### config.mk
export PLATFORM = sky130hd
export DESIGN_NAME = if_stage
export DESIGN_NICKNAME = d
export VERILOG_FILES = /design/src/rtl/if_stage.sv
export SDC_FILE = /design/constraint.sdc
export NUM_CORES = 1
export LEC_CHECK = 0
export ABC_AREA = 1
export BUFFER_PORTS_ARGS = -buffer_cell sky130_fd_sc_hd__buf_4
export CORE_MARGIN = 5
export CORE_UTILIZATION = 33
export DETAILED_ROUTE_END_ITERATION = 16
export REMOVE_ABC_BUFFERS = 1
export SLEW_MARGIN = 20
export SYNTH_ARGS = -nofsm -noshare
export SYNTH_HDL_FRONTEND = slang
export SYNTH_SLANG_ARGS = --single-unit
### constraint.sdc
create_clock -name i_clk -period 1.7 [get_ports i_clk]
set_input_delay 0.17 -clock i_clk [delete_from_list [all_inputs] [get_ports i_clk]]
set_output_delay 0.17 -clock i_clk [all_outputs]
set_load 0.1 [all_outputs]
### src/rtl/if_stage.sv
// ---------------------------------------------------------------------------
// if_stage : instruction-fetch stage of a 5-stage MIPS pipeline.
//
// Owns the program counter, presents it to instruction memory and captures
// the returned word into the IF/ID pipeline register. Honours hazard-unit
// stalls, flushes and branch/jump redirects resolved in ID.
//
// Optional build macro: IF_STAGE_PERF_CNT_EN
//   When defined, adds o_fetch_count / o_bubble_count performance counters.
//
// Ports:
//   i_clk            rising-edge clock
//   i_reset          synchronous, active-high reset
//   i_stall          hold PC and IF/ID contents
//   i_flush          replace IF/ID contents with a bubble
//   i_redirect_valid load i_redirect_pc into PC (taken branch/jump)
//   i_redirect_pc    redirect target, bits [1:0] ignored
//   o_im_addr        byte address to instruction memory (= PC)
//   i_im_instr       instruction word returned combinationally for o_im_addr
//   o_ifid_instr     IF/ID instruction register
//   o_ifid_pc4       IF/ID PC+4 register
//   o_ifid_valid     IF/ID holds a real instruction (0 = bubble)
//   o_fetch_count    (perf build) count of real fetches into IF/ID
//   o_bubble_count   (perf build) count of bubbles loaded into IF/ID
// ---------------------------------------------------------------------------
module if_stage #(
  parameter logic [31:0] RESET_PC = 32'h0000_0000,
  parameter logic [31:0] NOP_WORD = 32'h0000_0000
) (
  input  logic        i_clk,
  input  logic        i_reset,
  input  logic        i_stall,
  input  logic        i_flush,
  input  logic        i_redirect_valid,
  input  logic [31:0] i_redirect_pc,
  output logic [31:0] o_im_addr,
  input  logic [31:0] i_im_instr,
  output logic [31:0] o_ifid_instr,
  output logic [31:0] o_ifid_pc4,
  output logic        o_ifid_valid
`ifdef IF_STAGE_PERF_CNT_EN
  ,
  output logic [31:0] o_fetch_count,
  output logic [31:0] o_bubble_count
`endif
);

  logic [31:0] r_pc;
  logic [31:0] r_ifid_instr;
  logic [31:0] r_ifid_pc4;
  logic        r_ifid_valid;

  logic [31:0] w_pc4;
  logic [31:0] w_redirect_aligned;
  logic [31:0] w_pc_nxt;
  logic [31:0] w_instr_nxt;
  logic [31:0] w_pc4_nxt;
  logic        w_valid_nxt;

  // Wraps modulo 2^32 naturally.
  assign w_pc4              = r_pc + 32'd4;
  assign w_redirect_aligned = i_redirect_pc & 32'hFFFF_FFFC;

  // Next-value selection in priority order: redirect, stall+flush, stall,
  // flush, normal advance. ifid_pc4 is only refreshed on a real fetch.
  always_comb begin
    w_pc_nxt    = r_pc;
    w_instr_nxt = r_ifid_instr;
    w_pc4_nxt   = r_ifid_pc4;
    w_valid_nxt = r_ifid_valid;
    if (i_redirect_valid) begin
      w_pc_nxt    = w_redirect_aligned;
      w_instr_nxt = NOP_WORD;
      w_valid_nxt = 1'b0;
    end else if (i_stall && i_flush) begin
      w_instr_nxt = NOP_WORD;
      w_valid_nxt = 1'b0;
    end else if (i_stall) begin
      // hold everything
    end else if (i_flush) begin
      w_pc_nxt    = w_pc4;
      w_instr_nxt = NOP_WORD;
      w_valid_nxt = 1'b0;
    end else begin
      w_pc_nxt    = w_pc4;
      w_instr_nxt = i_im_instr;
      w_pc4_nxt   = w_pc4;
      w_valid_nxt = 1'b1;
    end
  end

  always_ff @(posedge i_clk) begin
    if (i_reset) begin
      r_pc         <= RESET_PC;
      r_ifid_instr <= NOP_WORD;
      r_ifid_pc4   <= 32'd0;
      r_ifid_valid <= 1'b0;
    end else begin
      r_pc         <= w_pc_nxt;
      r_ifid_instr <= w_instr_nxt;
      r_ifid_pc4   <= w_pc4_nxt;
      r_ifid_valid <= w_valid_nxt;
    end
  end

  assign o_im_addr    = r_pc;
  assign o_ifid_instr = r_ifid_instr;
  assign o_ifid_pc4   = r_ifid_pc4;
  assign o_ifid_valid = r_ifid_valid;

`ifdef IF_STAGE_PERF_CNT_EN
  logic [31:0] r_fetch_count;
  logic [31:0] r_bubble_count;
  logic        w_fetch;
  logic        w_bubble;

  // Any redirect or flush loads a bubble; a fetch needs no hazard input.
  assign w_fetch  = !i_redirect_valid && !i_stall && !i_flush;
  assign w_bubble = i_redirect_valid || i_flush;

  always_ff @(posedge i_clk) begin
    if (i_reset) begin
      r_fetch_count  <= 32'd0;
      r_bubble_count <= 32'd0;
    end else begin
      if (w_fetch)  r_fetch_count  <= r_fetch_count + 32'd1;
      if (w_bubble) r_bubble_count <= r_bubble_count + 32'd1;
    end
  end

  assign o_fetch_count  = r_fetch_count;
  assign o_bubble_count = r_bubble_count;
`endif

endmodule

Word level (Yosys, flattened, before mapping)
Index checks and enable logic that the tools add are counted.
- flip-flop bits (word level): 97
- bits in latches: 0
- memory bits (writable): 0
- memory bits (read-only): 0
- input port bits: 69
- memories: 0
- add/sub/neg operators: 1
- multiply operators: 0
- div/mod/pow operators: 0
- magnitude comparators: 0
- eq/ne operators: 2
- shift operators: 0
- muxes and demuxes: 5
- bitwise operators: 4
- reductions and logical operators: 6
- operators by type and width (operator ; number):
    2-to-1 mux 32 bit ; 4
    adder 32 x 3 -> 32 bit, second input constant ; 1
    inverter 1 bit ; 4
    AND reduction 2 bit ; 2
    AND reduction 4 bit ; 1
    OR reduction 3 bit ; 1
    != test 2 x 1 -> 1 bit, second input constant ; 1
    != test 2 bit, second input constant ; 1
    OR reduction 2 bit ; 1
    logical AND 1 bit ; 1
    2-to-1 mux 1 bit ; 1

Logic depth before layout (Yosys ltp)
Gate-level depths: netlist (run 1).
- depth in word-level cells: 4
- gate-level depth with buffers: 10
- mapped depth without buffers: 10

Worst setup path after synthesis (run 1)
Ideal clock, no wire load.
- path type: register to register
- start point: register r_pc[2] (netlist: o_im_addr[2])
- end point: register r_ifid_pc4[28] (netlist: o_ifid_pc4[28])
- library setup time: 0.115 ns
- arrival: 2.171 ns
- slack: -0.587 ns
- cell stages (with the launch flop): 11
- cell sequence: dfxtp_1 ha_1 nand2_1 nor2_4 nand2_4 nor2_4 nand2_1 nand2_1 nand2_1 o21ai_0 inv_1
- cells in the longest elaborated chain, start to end: 1
- ends and longest elaborated chain (item ; RTL line ; source):
    start: declaration ; 48 ; logic [31:0] r_pc;
    start signal: assignment ; 99 ; r_pc <= w_pc_nxt;
    adder 32 x 3 -> 32 bit ; 61 ; assign w_pc4 = r_pc + 32'd4;
    end signal: assignment ; 101 ; r_ifid_pc4 <= w_pc4_nxt;
    end: declaration ; 50 ; logic [31:0] r_ifid_pc4;
Every way passes these cells.
A chain may end at the register's enable or synchronous reset.

Worst setup path in the final report (run 1)
Same ends and word-level chain as after synthesis.

==> metrics.txt, run 1 <==
Fill cells about 1.5k; P&R area growth vs syn 38.0%; Leak 0.00288 uW; status complete, no violations; Min-Delay Path Class in2reg; Synth Warn # 0; synthesized flop and latch total 93; site row count 43; postcts setup bufs 0; synthesized area 0.00458 mm^2; die width around 130 um; clk buf depth 2; Setup Crit Path Kind reg2reg; number of remaining DRC errors 0; WP buf/inv 1; relative slew slack 0.501; Final Skew 4.43 ps; initial antenna violation count 0; pins over their slew limit 0; Tot GR Track Use 0.182; via count 4798; Max-cap violations 0; crit path max fanout 5; dpl ws between 100 and 150 ps; core area 0.0137 mm^2; Synth area leaders dfxtp_1 41%, nand2_1 19%, a21oi_1 7.3%, inv_1 6.2%, nor2_1 5.7%; cell family with most CP delay simple AND/OR/NAND/NOR gates; drt initial violations 262; Detailed Routing Iterations Pass 1 6; root buf cell clkbuf_16; Num CTS Buffers 9; vias per std cell 4.63; CTS tree yes; IO Port Bufs 159; Die H 128 um; Ports 166; # diodes 0; CP Cell Sequence ha_1 > nand2_1 > nor2_4 > nand2_4 > nor2_4 > nand2_1 > nand2_1 > nand2_1 > o21ai_0 > inv_1; min Tclk post-route 1550 ps; Netlist cell types 30; Worst Setup Start Kind flip-flop; total congestion overflow 0; FMAX 0.647 GHz; CTS sink cnt 93; WL final 14900 um; Final setup viols 0; Synth top area share 0.407; Req. time, crit path 1940 ps; vias in the first global route 4546; DP Wirelength 11100 um; area of the multi-input gates 0.00226 mm^2; routed length per placed instance 14.3 um; Pwr Density between 800 and 900 mW/mm^2; final core utilization 0.460; Cells after Synth 693; H-tree depth 3; DRT antenna net count 0; sequential element share of the synthesized area 0.407; Max VDD drop 0.523 mV; final setup margin 153 ps; WP data arrival 1790 ps; Synth area leader dfxtp_1; cell mode on critical path nand2_1; syn avg cell area ~6.6 um^2; GPL Wtd Cong 0.842; # nets final 922; WHS approximately 70 ps; share of layout cells above drive strength 1 0.266; Clock transition at path regs 70 ps; RSZ-0062 raised after global routing false; starting density of the core 0.334; FF/Latch Area 0.00186 mm^2; Worst path max stage delay ~330 ps; Tcrit/Tclk final 0.910; die area 0.0163 mm^2; first-pass GRT wire length 23400 um; Clk Latency, worst-skew pair 350 ps; largest net degree at the start of global routing 34; Worst Setup End Kind flip-flop; worst-margin pin slew 748 ps; final hold viol count 0; slowest CP cell dfxtp_1
==> kinds of logic after synthesis <==
logic type,count (synthesis),synth area share
other,1,0.000819
buffers and inverters,116,0.105
DFF,93,0.407
xor gates and xnor gates,6,0.0131
and+or+nand+nor,350,0.325
AOI/OAI and AO/OA,126,0.147
adders and majority gates,1,0.00273
==> metrics by stage <==
step | std cells | total power [uW] | TNS, ps | cell area [um^2]
after detailed placement | 1021 | 3710 | 0 | 6010
after floorplan | 662 | 3260 | -21810 | 4420
after global placement | 1021 | 3700 | 0 | 6010
after global routing | 1037 | 5850 | 0 | 6320
after CTS | 1037 | 5690 | 0 | 6300
final | 1037 | 5620 | 0 | 6320
==> cell usage after synthesis <==
cell type	number
a211oi_1	1
a21o_1	1
a21oi_1	67
a22o_1	4
a31oi_1	6
buf_1	1
buf_2	14
buf_4	7
clkbuf_1	12
clkinv_1	2
conb_1	1
dfxtp_1	93
ha_1	1
inv_1	76
inv_2	4
nand2_1	226
nand2_2	4
nand2_4	2
nand3_1	27
nand4_1	4
nor2_1	70
nor2_2	6
nor2_4	10
nor2_8	1
o211ai_1	3
o21a_1	2
o21ai_0	35
o21ai_1	7
xor2_1	5
xor2_2	1
==> power breakdown <==
part           internal [uW]  total, uW  leakage, uW  switching (uW)
sequential              2260       2340     0.000759            75.0
combinational            337       1320      0.00198             980
clock                   1070       1960     0.000138             889
total                   3670       5620      0.00288            1940
==> repair_timing <==
action	CTS	global route
endpoints found under the setup margin	0	6
hold buffers	0	0
resized for setup	0	8
==> final timing paths <==
kind	startpoint	to	slack [ps]	cells past startpoint
worst max-delay path	o_im_addr[2]	o_ifid_pc4[28]	150	10
worst min-delay path	i_im_instr[19]	o_ifid_instr[19]	70	3
worst max register to register	o_im_addr[2]	o_ifid_pc4[28]	150	10
worst min register to register	o_ifid_instr[21]	o_ifid_instr[21]	460	2
==> worst min-delay path, cell delays in order <==
cell     delay (ps)
buf_4            70
nand2_1          40
a21oi_1         100
==> flip-flops by register name (all words and copies together) (netlist names) <==
| name | count |
|---|---|
| o_ifid_valid | 1 |
| o_ifid_pc4 | 30 |
| o_im_addr | 30 |
| o_ifid_instr | 32 |
==> cells in the final DEF, fill, tap and decap left out, types with 4 or more instances in the layout <==
cell       count
dfxtp_1       92
o21ai_1        9
nor2_2         7
a22o_1         4
xor2_1         5
nand2_1      225
nand2_2        5
inv_1         76
nand4_1        4
nor2_1        68
nand3_1       26
buf_4        177
nor2_4        11
a31oi_1        6
a21oi_1       67
conb_1         4
o21ai_0       33
clkbuf_16      9
inv_2          4
==> cell type report <==
type                       instances  share of cell area
clock buffer                      11              0.0400
clock inverter                     5             0.00535
inverter                          82              0.0487
multi-input combinational        487               0.359
sequential                        93               0.295
tap                              180              0.0357
timing repair buffer             179               0.217
==> layer usage <==
metal  track usage  vias to the layer above  part of all wire
li1              -                     2471                 -
met1         0.234                     2130              0.44
met2         0.278                      182              0.43
met3        0.0721                       15              0.11
met4        0.0637                        0             0.016
met5             0                        -                 0
(Power assumes the default switching activity.)
==> inputs of run 2 (changes only) <==
CAP_MARGIN = 5   (was unset)
CTS_CLUSTER_SIZE = 40   (was unset)
REMOVE_ABC_BUFFERS = unset   (was 1)
==> run 2 against run 1 <==
Compared with the run above: setup slack worse by 13 ps; die area unchanged; largest power group unchanged; final cell count fell by 0.29%; worst hold slack lost 10 ps; critical path depth unchanged; sequential power hardly changed; global-route usage fell by 0.36 points; register-to-register slack about the same; sequential cell count did not move; clock skew grew 2.5 ps.
==> metrics.txt, run 2 (synthesis results as in run 1) <==
status complete, no violations; largest net degree at the start of global routing 34 (unchanged); root buf cell clkbuf_16; H-tree depth 3 (unchanged); most frequent cells in the layout 224 x nand2_1, 176 x buf_4, 76 x inv_1; Hold Path Sink o_ifid_instr[6]; Die H 128 um (unchanged); starting density of the core 0.334 (unchanged); RSZ-0062 raised after global routing false; Setup Crit Path Kind reg2reg; IO Port Bufs 159 (unchanged); Pwr Density 914 mW/mm^2 (+2.9%); dpl ws 109 ps (-7.97 ps); GPL Wtd Cong 0.874 (+3.8%); via count 4781 (-0.35%); Num CTS Buffers 9 (unchanged); Max-cap violations 0 (unchanged); WL final 14700 um (-1.3%); Final Skew 6.89 ps (+2.46 ps); site row count 43 (unchanged); first-pass GRT wire length 23000 um (-1.8%); Ports 166 (unchanged); die area 0.0163 mm^2 (unchanged); most common library cell in the layout ignoring fill and taps nand2_1; routed length per placed instance 14.2 um (-1.1%); CTS tree yes; Worst Setup End Kind flip-flop; final setup margin 140 ps (-13.5 ps); pins over their slew limit 0 (unchanged); max reg flops 32 (unchanged); R2R depth 10 (unchanged); Reg-to-Reg End o_ifid_pc4[24]; initial antenna violation count 0 (unchanged); CTS sink cnt 93 (unchanged); crit path max fanout 6 (+1); Final setup viols 0 (unchanged); # diodes 0 (unchanged); critical hold path startpoint i_im_instr[6]; P&R area growth vs syn 38.5%; clk buf depth 2 (unchanged); Worst Setup Start Kind flip-flop; Clock transition at path regs 80 ps (about the same); Fill cells 1429 (-5.2%); Leak 0.00288 uW (about the same); final hold viol count 0 (unchanged); drt initial violations 301 (+15%); # nets final 919 (-0.33%); Clk Latency, worst-skew pair 360 ps (about the same); DP Wirelength 11100 um (about the same); Tot GR Track Use 0.178 (-0.00358); Worst Hold Path Cells 3 (unchanged); r2r startpoint o_im_addr[2]; min Tclk post-route 1560 ps (+13.5 ps); DRT antenna net count 0 (unchanged); Req. time, crit path 1960 ps (+20 ps); Setup TNS 0 ps (unchanged); Tcrit/Tclk final 0.918 (+0.00794); worst reg-to-reg setup slack 140 ps (about the same); Detailed Routing Iterations Pass 1 5 (-1); area of the multi-input gates 0.00226 mm^2 (-0.17%); Max VDD drop 0.593 mV (+13%); vias in the first global route 4524 (-0.48%); Min-Delay Path Class in2reg; core area 0.0137 mm^2 (unchanged); FMAX 0.641 GHz (-0.87%); number of remaining DRC errors 0 (unchanged); vias per std cell 4.62 (about the same); WP data arrival 1820 ps (+30 ps); die width 128 um (unchanged); share of layout cells above drive strength 1 0.297 (+0.0314); total congestion overflow 0 (unchanged); FF/Latch Area 0.00191 mm^2 (+2.6%)
## run 2: cell count changes in the layout (fill, tap and decap cells not counted), sizes merged
cell	previous run	this run
buf	179	176
clkinv	4	3
bufinv	0	1
clkbuf	11	9
clkinvlp	2	0
inv	81	85
## run 2: repair_timing
action                     CTS  global route
hold buffers                 0             0
buffers inserted             0             2
resized for setup            0             6
setup endpoints to repair    0             5
## run 2: per-layer routing
layer / vias to the layer above / part of all wire / GRT usage
li1: 2469 / - / -
met1: 2131 / 0.42 / 0.221
met2: 164 / 0.46 / 0.283
met3: 17 / 0.10 / 0.0725
met4: 0 / 0.015 / 0.0562
met5: - / 0 / 0
## run 2: worst max path at each step
stage	startpoint	to	cells past startpoint
floorplan	o_im_addr[5]	o_ifid_pc4[28]	9
global placement	o_im_addr[2]	o_ifid_pc4[24]	10
detailed placement	o_im_addr[2]	o_ifid_pc4[24]	10
CTS	o_im_addr[2]	o_ifid_pc4[24]	10
global route	o_im_addr[2]	o_ifid_pc4[20]	10
finish	o_im_addr[2]	o_ifid_pc4[24]	10
## run 2: critical path, cell delays in order, from the launching register on
cell and delay [ps]:
dfxtp_4 370, ha_2 180, nand2_2 80, nor2_4 150, nand2_1 150, nor2_2 190
nand2_1 60, nand2_1 60, nand2_1 70, o21ai_1 120, inv_1 40
## run 2: final cells by class
class	instances	share of cell area
multi-input cells	487	0.357
inverters	82	0.0486
repair buffers	176	0.208
flip-flops and latches	93	0.301
clock buffers	9	0.0355
clock inverters	7	0.0138
well taps	180	0.0355
## run 2: report_power, final
group          total [uW]  leakage (uW)  internal, uW  switching [uW]
logic                1280       0.00195           321             961
registers            2360      0.000771          2270            89.2
clock network        2160      0.000155          1180             978
## run 2: stage by stage
stage / utilization / cells / cell area [um^2] / total power, uW / hold WS (ps)
floorplan: - / 696 / 4640 / 3330 / 313
detailed placement: 0.437 / 1016 / 6000 / 3690 / 428
global placement: 0.437 / 1016 / 6000 / 3690 / 421
CTS: 0.460 / 1032 / 6310 / 5860 / 50.9
global route: 0.462 / 1034 / 6340 / 6030 / 55.7
finish: 0.462 / 1034 / 6340 / 5800 / 60.1
